[config.mk]
export PLATFORM = sky130hd
export DESIGN_NAME = filter_memory_loader
export DESIGN_NICKNAME = d
export VERILOG_FILES = /design/src/rtl/filter_memory_pkg.sv /design/src/rtl/filter_load_index_counter.sv /design/src/rtl/filter_memory_loader.sv
export SDC_FILE = /design/constraint.sdc
export NUM_CORES = 1
export LEC_CHECK = 0
export ABC_AREA = 1
export BUFFER_PORTS_ARGS = -buffer_cell sky130_fd_sc_hd__buf_2
export CAP_MARGIN = 5
export CORE_MARGIN = 4
export CORE_UTILIZATION = 41
export CTS_CLUSTER_DIAMETER = 50
export CTS_CLUSTER_SIZE = 24
export DETAILED_ROUTE_END_ITERATION = 12
export PLACE_DENSITY = 0.83
export SKIP_LAST_GASP = 1
export SLEW_MARGIN = 10
export SYNTH_ARGS = -nofsm -noshare
export SYNTH_HDL_FRONTEND = slang
export SYNTH_SLANG_ARGS = --single-unit
[constraint.sdc]
create_clock -name clock -period 1 [get_ports clock]
set_input_delay 0.2 -clock clock [delete_from_list [all_inputs] [get_ports clock]]
set_output_delay 0.2 -clock clock [all_outputs]
set_load 0.005 [all_outputs]
[src/rtl/filter_memory_pkg.sv]
// Shared constants and the loader state type for the filter memory writer and reader.
package filter_memory_pkg;

  localparam int unsigned ELEMENT_WIDTH       = 16;
  localparam int unsigned ELEMENTS_PER_VECTOR = 16;
  localparam int unsigned NUM_B_VECTORS       = 4;
  localparam int unsigned FILTER_ADDR_WIDTH   = 9;

  // Derived index widths: element within a vector, vector within a filter, whole filter.
  localparam int unsigned ELEMENT_INDEX_WIDTH = $clog2(ELEMENTS_PER_VECTOR);
  localparam int unsigned VECTOR_INDEX_WIDTH  = $clog2(NUM_B_VECTORS);
  localparam int unsigned FILTER_INDEX_WIDTH  = ELEMENT_INDEX_WIDTH + VECTOR_INDEX_WIDTH;

  typedef enum logic [1:0] {
    StIdle,
    StLoad,
    StFinish
  } loader_state_e;

endpackage

[src/rtl/filter_load_index_counter.sv]
// Element/vector index counter for one filter, vector-major order.
module filter_load_index_counter
  import filter_memory_pkg::*;
(
  input  logic                           clk_i,
  input  logic                           clear_ni,
  input  logic                           clr_i,
  input  logic                           incr_i,
  output logic [ELEMENT_INDEX_WIDTH-1:0] element_index_o,
  output logic [VECTOR_INDEX_WIDTH-1:0]  vector_index_o,
  output logic                           last_element_o
);

  logic [ELEMENT_INDEX_WIDTH-1:0] element_index_d, element_index_q;
  logic [VECTOR_INDEX_WIDTH-1:0]  vector_index_d, vector_index_q;

  // Next index: clear wins over increment; vector advances when element wraps to 0.
  always_comb begin
    element_index_d = element_index_q;
    vector_index_d  = vector_index_q;
    if (clr_i) begin
      element_index_d = '0;
      vector_index_d  = '0;
    end else if (incr_i) begin
      element_index_d = element_index_q + 1'b1;
      if (&element_index_q) begin
        vector_index_d = vector_index_q + 1'b1;
      end
    end
  end

  // Index registers with synchronous active-low clear.
  always_ff @(posedge clk_i) begin
    if (!clear_ni) begin
      element_index_q <= '0;
      vector_index_q  <= '0;
    end else begin
      element_index_q <= element_index_d;
      vector_index_q  <= vector_index_d;
    end
  end

  assign element_index_o = element_index_q;
  assign vector_index_o  = vector_index_q;
  assign last_element_o  = (&element_index_q) && (&vector_index_q);

endmodule

[src/rtl/filter_memory_loader.sv]
// Writer side of the filter memory: streams 64 elements into a vector-major filter slot.
// Optional feature: define FILTER_LOADER_CHECKSUM_EN for a running 16-bit element sum.
module filter_memory_loader
  import filter_memory_pkg::*;
#(
  parameter int unsigned BASE_ADDRESS = 0
) (
  input  logic                         clock,
  input  logic                         clear_n,
  input  logic                         start,
  input  logic                         abort,
  input  logic [ELEMENT_WIDTH-1:0]     in_element,
  input  logic                         in_valid,
  output logic                         in_ready,
  output logic [FILTER_ADDR_WIDTH-1:0] memory_address,
  output logic [ELEMENT_WIDTH-1:0]     memory_data,
  output logic                         memory_enable,
  output logic                         memory_write,
  output logic                         busy,
  output logic                         load_done,
  output logic                         filter_loaded,
  output logic [ELEMENT_WIDTH-1:0]     checksum
);

  // Only the upper bits of the base take part; the in-filter index fills the low bits,
  // so the index can never carry into the base.
  localparam int unsigned BASE_WIDTH = FILTER_ADDR_WIDTH - FILTER_INDEX_WIDTH;
  localparam logic [BASE_WIDTH-1:0] BaseHi = BASE_WIDTH'(BASE_ADDRESS >> FILTER_INDEX_WIDTH);

  loader_state_e                  state_q;
  logic [FILTER_ADDR_WIDTH-1:0]   memory_address_q;
  logic [ELEMENT_WIDTH-1:0]       memory_data_q;
  logic                           memory_write_q;
  logic                           load_done_q;
  logic                           filter_loaded_q;

  logic [ELEMENT_INDEX_WIDTH-1:0] element_index;
  logic [VECTOR_INDEX_WIDTH-1:0]  vector_index;
  logic                           last_element;
  logic                           start_honoured;
  logic                           accept;

  // Handshake and control decode; abort suppresses acceptance in the same cycle.
  always_comb begin
    in_ready       = (state_q == StLoad);
    busy           = (state_q != StIdle);
    start_honoured = (state_q == StIdle) && start;
    accept         = in_ready && in_valid && !abort;
  end

  filter_load_index_counter u_index_counter (
    .clk_i           (clock),
    .clear_ni        (clear_n),
    .clr_i           (start_honoured),
    .incr_i          (accept),
    .element_index_o (element_index),
    .vector_index_o  (vector_index),
    .last_element_o  (last_element)
  );

  // Loader FSM with registered write port and status outputs.
  always_ff @(posedge clock) begin
    if (!clear_n) begin
      state_q          <= StIdle;
      memory_address_q <= '0;
      memory_data_q    <= '0;
      memory_write_q   <= 1'b0;
      load_done_q      <= 1'b0;
      filter_loaded_q  <= 1'b0;
    end else begin
      memory_write_q <= accept;
      load_done_q    <= 1'b0;
      if (accept) begin
        memory_address_q <= {BaseHi, vector_index, element_index};
        memory_data_q    <= in_element;
      end
      unique case (state_q)
        StIdle: begin
          if (start) begin
            state_q         <= StLoad;
            filter_loaded_q <= 1'b0;
          end
        end
        StLoad: begin
          if (abort) begin
            state_q <= StIdle;
          end else if (accept && last_element) begin
            state_q         <= StFinish;
            load_done_q     <= 1'b1;
            filter_loaded_q <= 1'b1;
          end
        end
        StFinish: begin
          state_q <= StIdle;
        end
        default: begin
          state_q <= StIdle;
        end
      endcase
    end
  end

  assign memory_address = memory_address_q;
  assign memory_data    = memory_data_q;
  assign memory_write   = memory_write_q;
  assign memory_enable  = memory_write_q;
  assign load_done      = load_done_q;
  assign filter_loaded  = filter_loaded_q;

`ifdef FILTER_LOADER_CHECKSUM_EN
  logic [ELEMENT_WIDTH-1:0] checksum_q;

  // Wrapping sum of accepted elements; cleared by reset or an honoured start.
  always_ff @(posedge clock) begin
    if (!clear_n) begin
      checksum_q <= '0;
    end else if (start_honoured) begin
      checksum_q <= '0;
    end else if (accept) begin
      checksum_q <= checksum_q + in_element;
    end
  end

  assign checksum = checksum_q;
`else
  assign checksum = '0;
`endif

endmodule

# Yosys cells after proc, flatten, opt, wreduce, memory -nomap -nowiden
# Cells that the tools add are included.
# classes
n_addsub,2
n_eq_ne,5
muxes,9
bitwise_logic,2
reduce_logical,16
# ops
cell,count
$reduce_and 4->1,2
$mux 2,3
$logic_and 1x1->1,5
$reduce_and 5->1,1
$add 4x1->4 const B,1
$mux 1,4
$ne 2x2->1 const B,2
$pmux 2 s2,1
$reduce_and 2->1,2
$reduce_bool 2->1,2
$ne 3x2->1 const B,1
$reduce_or 3->1,1
$add 2x1->2 const B,1
$eq 2x1->1 const B,1
$logic_not 2->1,1
$ne 2x1->1 const B,1
$not 1->1,2
$pmux 1 s2,1
$reduce_or 2->1,1
$logic_not 1->1,1
# word_totals
regBits,33
out_inout_bits,47
elab_cells,42

# Longest topological paths before layout
# depth
ltp_word,7
depth_mapped,7
depth_no_buf,7

# Cells and area by module
# Synthesis repeated with hierarchy kept, for this count alone.
# hier_totals
cells_unflattened,186
hier_area_um2,1410.1
# modules_own_cells
mod,n_inst,cells_per_inst,area_each_um2
filter_memory_loader,1,147,1123.6
filter_load_index_counter,1,39,286.5

# Least setup slack after synthesis
# Ideal clock, no wire load.
# synth_timing
path_kind,reg-to-reg
start,reg state_q[1]
end,"reg u_index_counter.element_index_q[2], in the netlist u_index_counter.element_index_o[2]"
setup_time_ns,0.121
arrival_ns,0.925
slack_ns,-0.046
path_stages_with_launch,8
n_path_buf,1
synth_period_minus_slack_ns,1.046
cell_sequence,dfxtp_1 > inv_2 > nand3_4 > nor2_8 > buf_6 > nand2_1 > o21ai_1 > a21oi_1
# synth_between
elab_chain_cells,3
# synth_rtl
item,line,source
"start, declared",filter_memory_loader.sv:30,loader_state_e state_q;
"start signal, assigned",filter_memory_loader.sv:64,state_q <= StIdle;
"start signal, assigned",filter_memory_loader.sv:80,state_q <= StLoad;
"start signal, assigned",filter_memory_loader.sv:86,state_q <= StIdle;
$eq 2x1->1 / $logic_not 2->1 (equally long branches),"filter_memory_loader.sv:45, filter_memory_loader.sv:47",
$logic_and 1x1->1 (on tied branches),"filter_memory_loader.sv:48, filter_memory_loader.sv:47",
$logic_and 1x1->1 / $reduce_or 2->1 (equally long branches),-,
"end signal, assigned",filter_load_index_counter.sv:38,element_index_q <= element_index_d;
"end, declared",filter_load_index_counter.sv:14,"logic [ELEMENT_INDEX_WIDTH-1:0] element_index_d, element_index_q;"
# Several ways; a longest one is shown, not always the timed one.
# A chain may end at the register's enable or synchronous reset.

# Worst setup path in the final report
# layout_timing
start,reg state_q[1]
end,"reg u_index_counter.vector_index_q[0], in the netlist u_index_counter.vector_index_o[0]"
# layout_between
elab_chain_cells,4
# layout_rtl
item,line,source
$eq 2x1->1,filter_memory_loader.sv:45,in_ready = (state_q == StLoad);
$logic_and 1x1->1 (2 in series),filter_memory_loader.sv:48,accept = in_ready && in_valid && !abort;
$reduce_and 5->1 (no line),-,
"end signal, assigned",filter_load_index_counter.sv:39,vector_index_q <= vector_index_d;
"end, declared",filter_load_index_counter.sv:15,"logic [VECTOR_INDEX_WIDTH-1:0] vector_index_d, vector_index_q;"
# Several ways; a longest one is shown, not always the timed one.

==> metrics.log <==
[metrics] run status: finished, violations left
[metrics] failing checks: negative setup slack
[metrics] largest fanout of any net on the critical path: 4
[metrics] worst hold path stage count: 3
[metrics] Final setup violation count: 41
[metrics] Top Ports: 68
[metrics] share of synthesized area occupied by flip-flops and latches: 45.8%
[metrics] total standard cell area after synthesis: 1440 sq um
[metrics] depth of the most critical reg-to-reg path: 6
[metrics] clk buf depth: 2
[metrics] number of hold-repair buffers added at the cts stage: 0
[metrics] routed length per instance: 13.0 um
[metrics] worst reg2reg path startpoint: state_q[1]$_SDFFE_PN0P_
[metrics] wire length of the first global-routing pass: 5440 um
[metrics] post-placement worst setup slack: -0.172 ns
[metrics] number of hold violations in the final report: 0
[metrics] worst setup path category: flop to flop
[metrics] clock tree from TritonCTS: yes
[metrics] placer's final routability congestion estimate: 0.823
[metrics] GRT Util Overall: 16.0%
[metrics] leading cell type in the layout, fill and taps excluded: buf_2
[metrics] antenna diode instance count: 0
[metrics] Final Skew: 0.0138 ns
[metrics] post-route total power: 0.00281 W
[metrics] fin crit share: 124%
[metrics] number of pins exceeding their max-slew limit in the final report: 0
[metrics] pwr dens: 1270 nW/um^2
[metrics] Hold Path End: memory_data[9]$_SDFFE_PN0P_
[metrics] type of origin of the critical path: flop
[metrics] via count of the first global-routing pass: 1,238
[metrics] via count of the routed design: 1,377
[metrics] Worst Setup Slack, final: -0.244 ns
[metrics] CP endpoint kind: flop
[metrics] post-synthesis register bit count: 33
[metrics] initial standard-cell utilization of the core: 42.9%
[metrics] worst vdd rail ir drop: 0.938 mV
[metrics] largest net degree at the start of global routing: 21
[metrics] number of antenna violations at the first check in global routing: 0
[metrics] timing-limited maximum frequency: 0.804 GHz
[metrics] Root Driver: clkbuf_4
[metrics] Port-buffer cells: 48
[metrics] routed via count divided by cell count: 4.50
[metrics] Final Hold Slack: 0.0586 ns
[metrics] reported leakage power: 1.14 nW
[metrics] fraction of the core area covered by cells at the end of the flow: 66.0%
[metrics] GR Overflow Total: 0
[metrics] Crit path required time: 1.24 ns
[metrics] Total Wirelength: 3970 um
[metrics] DIE WIDTH: 67.3 um
[metrics] FF-to-FF setup slack: -0.24 ns
[metrics] H-tree depth: 2
[metrics] minimum clock period after layout: 1.24 ns
[metrics] area of the core region: 3360 sq um
[metrics] clk slew on worst S/H paths: 0.11 ns
[metrics] number of instances in the synthesized netlist: 178
[metrics] setup repair after global routing missed its margin: yes
[metrics] CP startpoint: state_q[1]$_SDFFE_PN0P_
[metrics] detailed placer's ending HPWL: 2320 um
[metrics] DRC violations left: 0
[metrics] reg2reg end: u_index_counter.vector_index_o[0]$_SDFFE_PP0P_
[metrics] Ys Warns: 0
[metrics] critical hold path startpoint: in_element[9]
[metrics] clock buffer count from CTS: 5
[metrics] Area Overhead vs Synth: 53.9%
[metrics] insertion delay of the later-clocked pin in the worst-skew pair: 0.35 ns
[metrics] number of search-and-repair iterations in the first detailed-routing pass: 4
[metrics] initial DRC count: 34
[metrics] fraction of final layout cells sized beyond drive strength 1: 61.2%
[metrics] worst min-delay path category: input pin to flop
[metrics] Data arrival, critical path: 1.49 ns
[metrics] ANT nets after route: 0
[metrics] library cells used by synthesis: 23
[metrics] vertical die dimension: 67.3 um
[metrics] Core Rows: 21
[metrics] max-capacitance violation count: 0
[metrics] Avg Cell Area, Syn: 8.10 sq um
[metrics] die area: 4530 sq um
[metrics] leading cell types in the layout, fill and taps excluded: buf_2 (42), nor2_1 (34), buf_4 (29), dfxtp_2 (29), conb_1 (19)
[metrics] final net count: 282
[metrics] clk sinks: 33
cell families (layout without fill, tap and decap cells):
group | after synthesis | in the layout | synth area share (%)
DFF | 33 | 33 | 45.8
buffers and inverters | 42 | 105 | 18.0
adders and majority gates | 2 | 2 | 1.73
other | 1 | 19 | 0.260
and+or+nand+nor | 65 | 66 | 21.3
AOI/OAI and AO/OA | 35 | 35 | 12.9
per-layer routing:
metal	up-vias	share of wire [%]	track usage, %
met5	-	0	0
met4	0	0.20	6.08
met3	2	7.8	5.82
met2	52	54	27.2
met1	633	38	18.2
li1	690	-	-
per-stage QoR:
step	instance area, sq um	instances	TNS [ns]
final	2220	306	-6.53
after global placement	1720	277	-2.19
after CTS	2000	297	-5.79
after global routing	2220	306	-9.31
after detailed placement	1720	277	-3.40
after floorplan	1520	196	-0.0881
how the worst max path moves through the flow:
stage	slack [ns]	depth (start not counted)	end
2_1_floorplan	-0.05	7	u_index_counter.element_index_o[2]$_SDFFE_PP0P_
3_3_place_gp	-0.13	6	u_index_counter.element_index_o[1]$_SDFFE_PP0P_
3_5_place_dp	-0.17	6	u_index_counter.element_index_o[1]$_SDFFE_PP0P_
4_1_cts	-0.21	3	in_ready
5_1_grt	-0.30	6	u_index_counter.vector_index_o[0]$_SDFFE_PP0P_
6_report	-0.24	6	u_index_counter.vector_index_o[0]$_SDFFE_PP0P_
cell usage after synthesis:
cell | instances | area share (%)
a211oi_2 | 1 | 0.87
a21oi_1 | 9 | 3.1
a21oi_2 | 1 | 0.61
and3_1 | 2 | 0.87
buf_4 | 23 | 12
buf_6 | 2 | 1.6
clkbuf_1 | 2 | 0.52
conb_1 | 1 | 0.26
dfxtp_1 | 33 | 46
ha_1 | 2 | 1.7
inv_1 | 13 | 3.4
inv_2 | 2 | 0.52
nand2_1 | 16 | 4.2
nand3_1 | 1 | 0.35
nand3_4 | 1 | 1.2
nand3b_1 | 1 | 0.52
nand4_1 | 1 | 0.43
nand4_2 | 1 | 0.87
nor2_1 | 39 | 10
nor2_8 | 1 | 1.4
nor3_2 | 2 | 1.4
o21ai_0 | 11 | 3.8
o21ai_1 | 13 | 4.5
sequential cells by signal, indices dropped and copies added, names as in the netlist:
| name | cells |
|---|---|
| filter_loaded | 1 |
| memory_data | 16 |
| load_done | 1 |
| u_index_counter.vector_index_o | 2 |
| u_index_counter.element_index_o | 4 |
| state_q | 2 |
| memory_enable | 1 |
| memory_address | 6 |
critical path, cell delays in order (launching register included):
cell and delay, ns:
dfxtp_2 0.36, inv_2 0.08, nand3_4 0.11, nor3_2 0.30, nand4_1 0.15, nand2_2 0.10, nor2_2 0.04
power by group:
part / internal (W) / switching (W) / leakage, nW
clock: 0.000594 / 0.000481 / 0.0445
sequential: 0.00136 / 0.0000248 / 0.282
combinational: 0.000172 / 0.000184 / 0.810
total: 0.00212 / 0.000689 / 1.14
layout make-up:
class / instances / area [sq um]
Sequential cell: 33 / 701
Inverter: 15 / 68.8
Tap cell: 46 / 57.6
Clock buffer: 6 / 51.3
Timing Repair Buffer: 82 / 561
Multi-Input combinational cell: 122 / 744
Clock inverter: 2 / 37.5
Fill cell: 273 / 1140
what timing repair did:
item | 4_1_cts | 5_1_grt
buffers inserted | 10 | 10
pin swaps | 7 | 13
resized for setup | 52 | 36
gates cloned | 2 | 0
setup endpoints to repair | 58 | 60
Power figures use the tool's default switching activity.
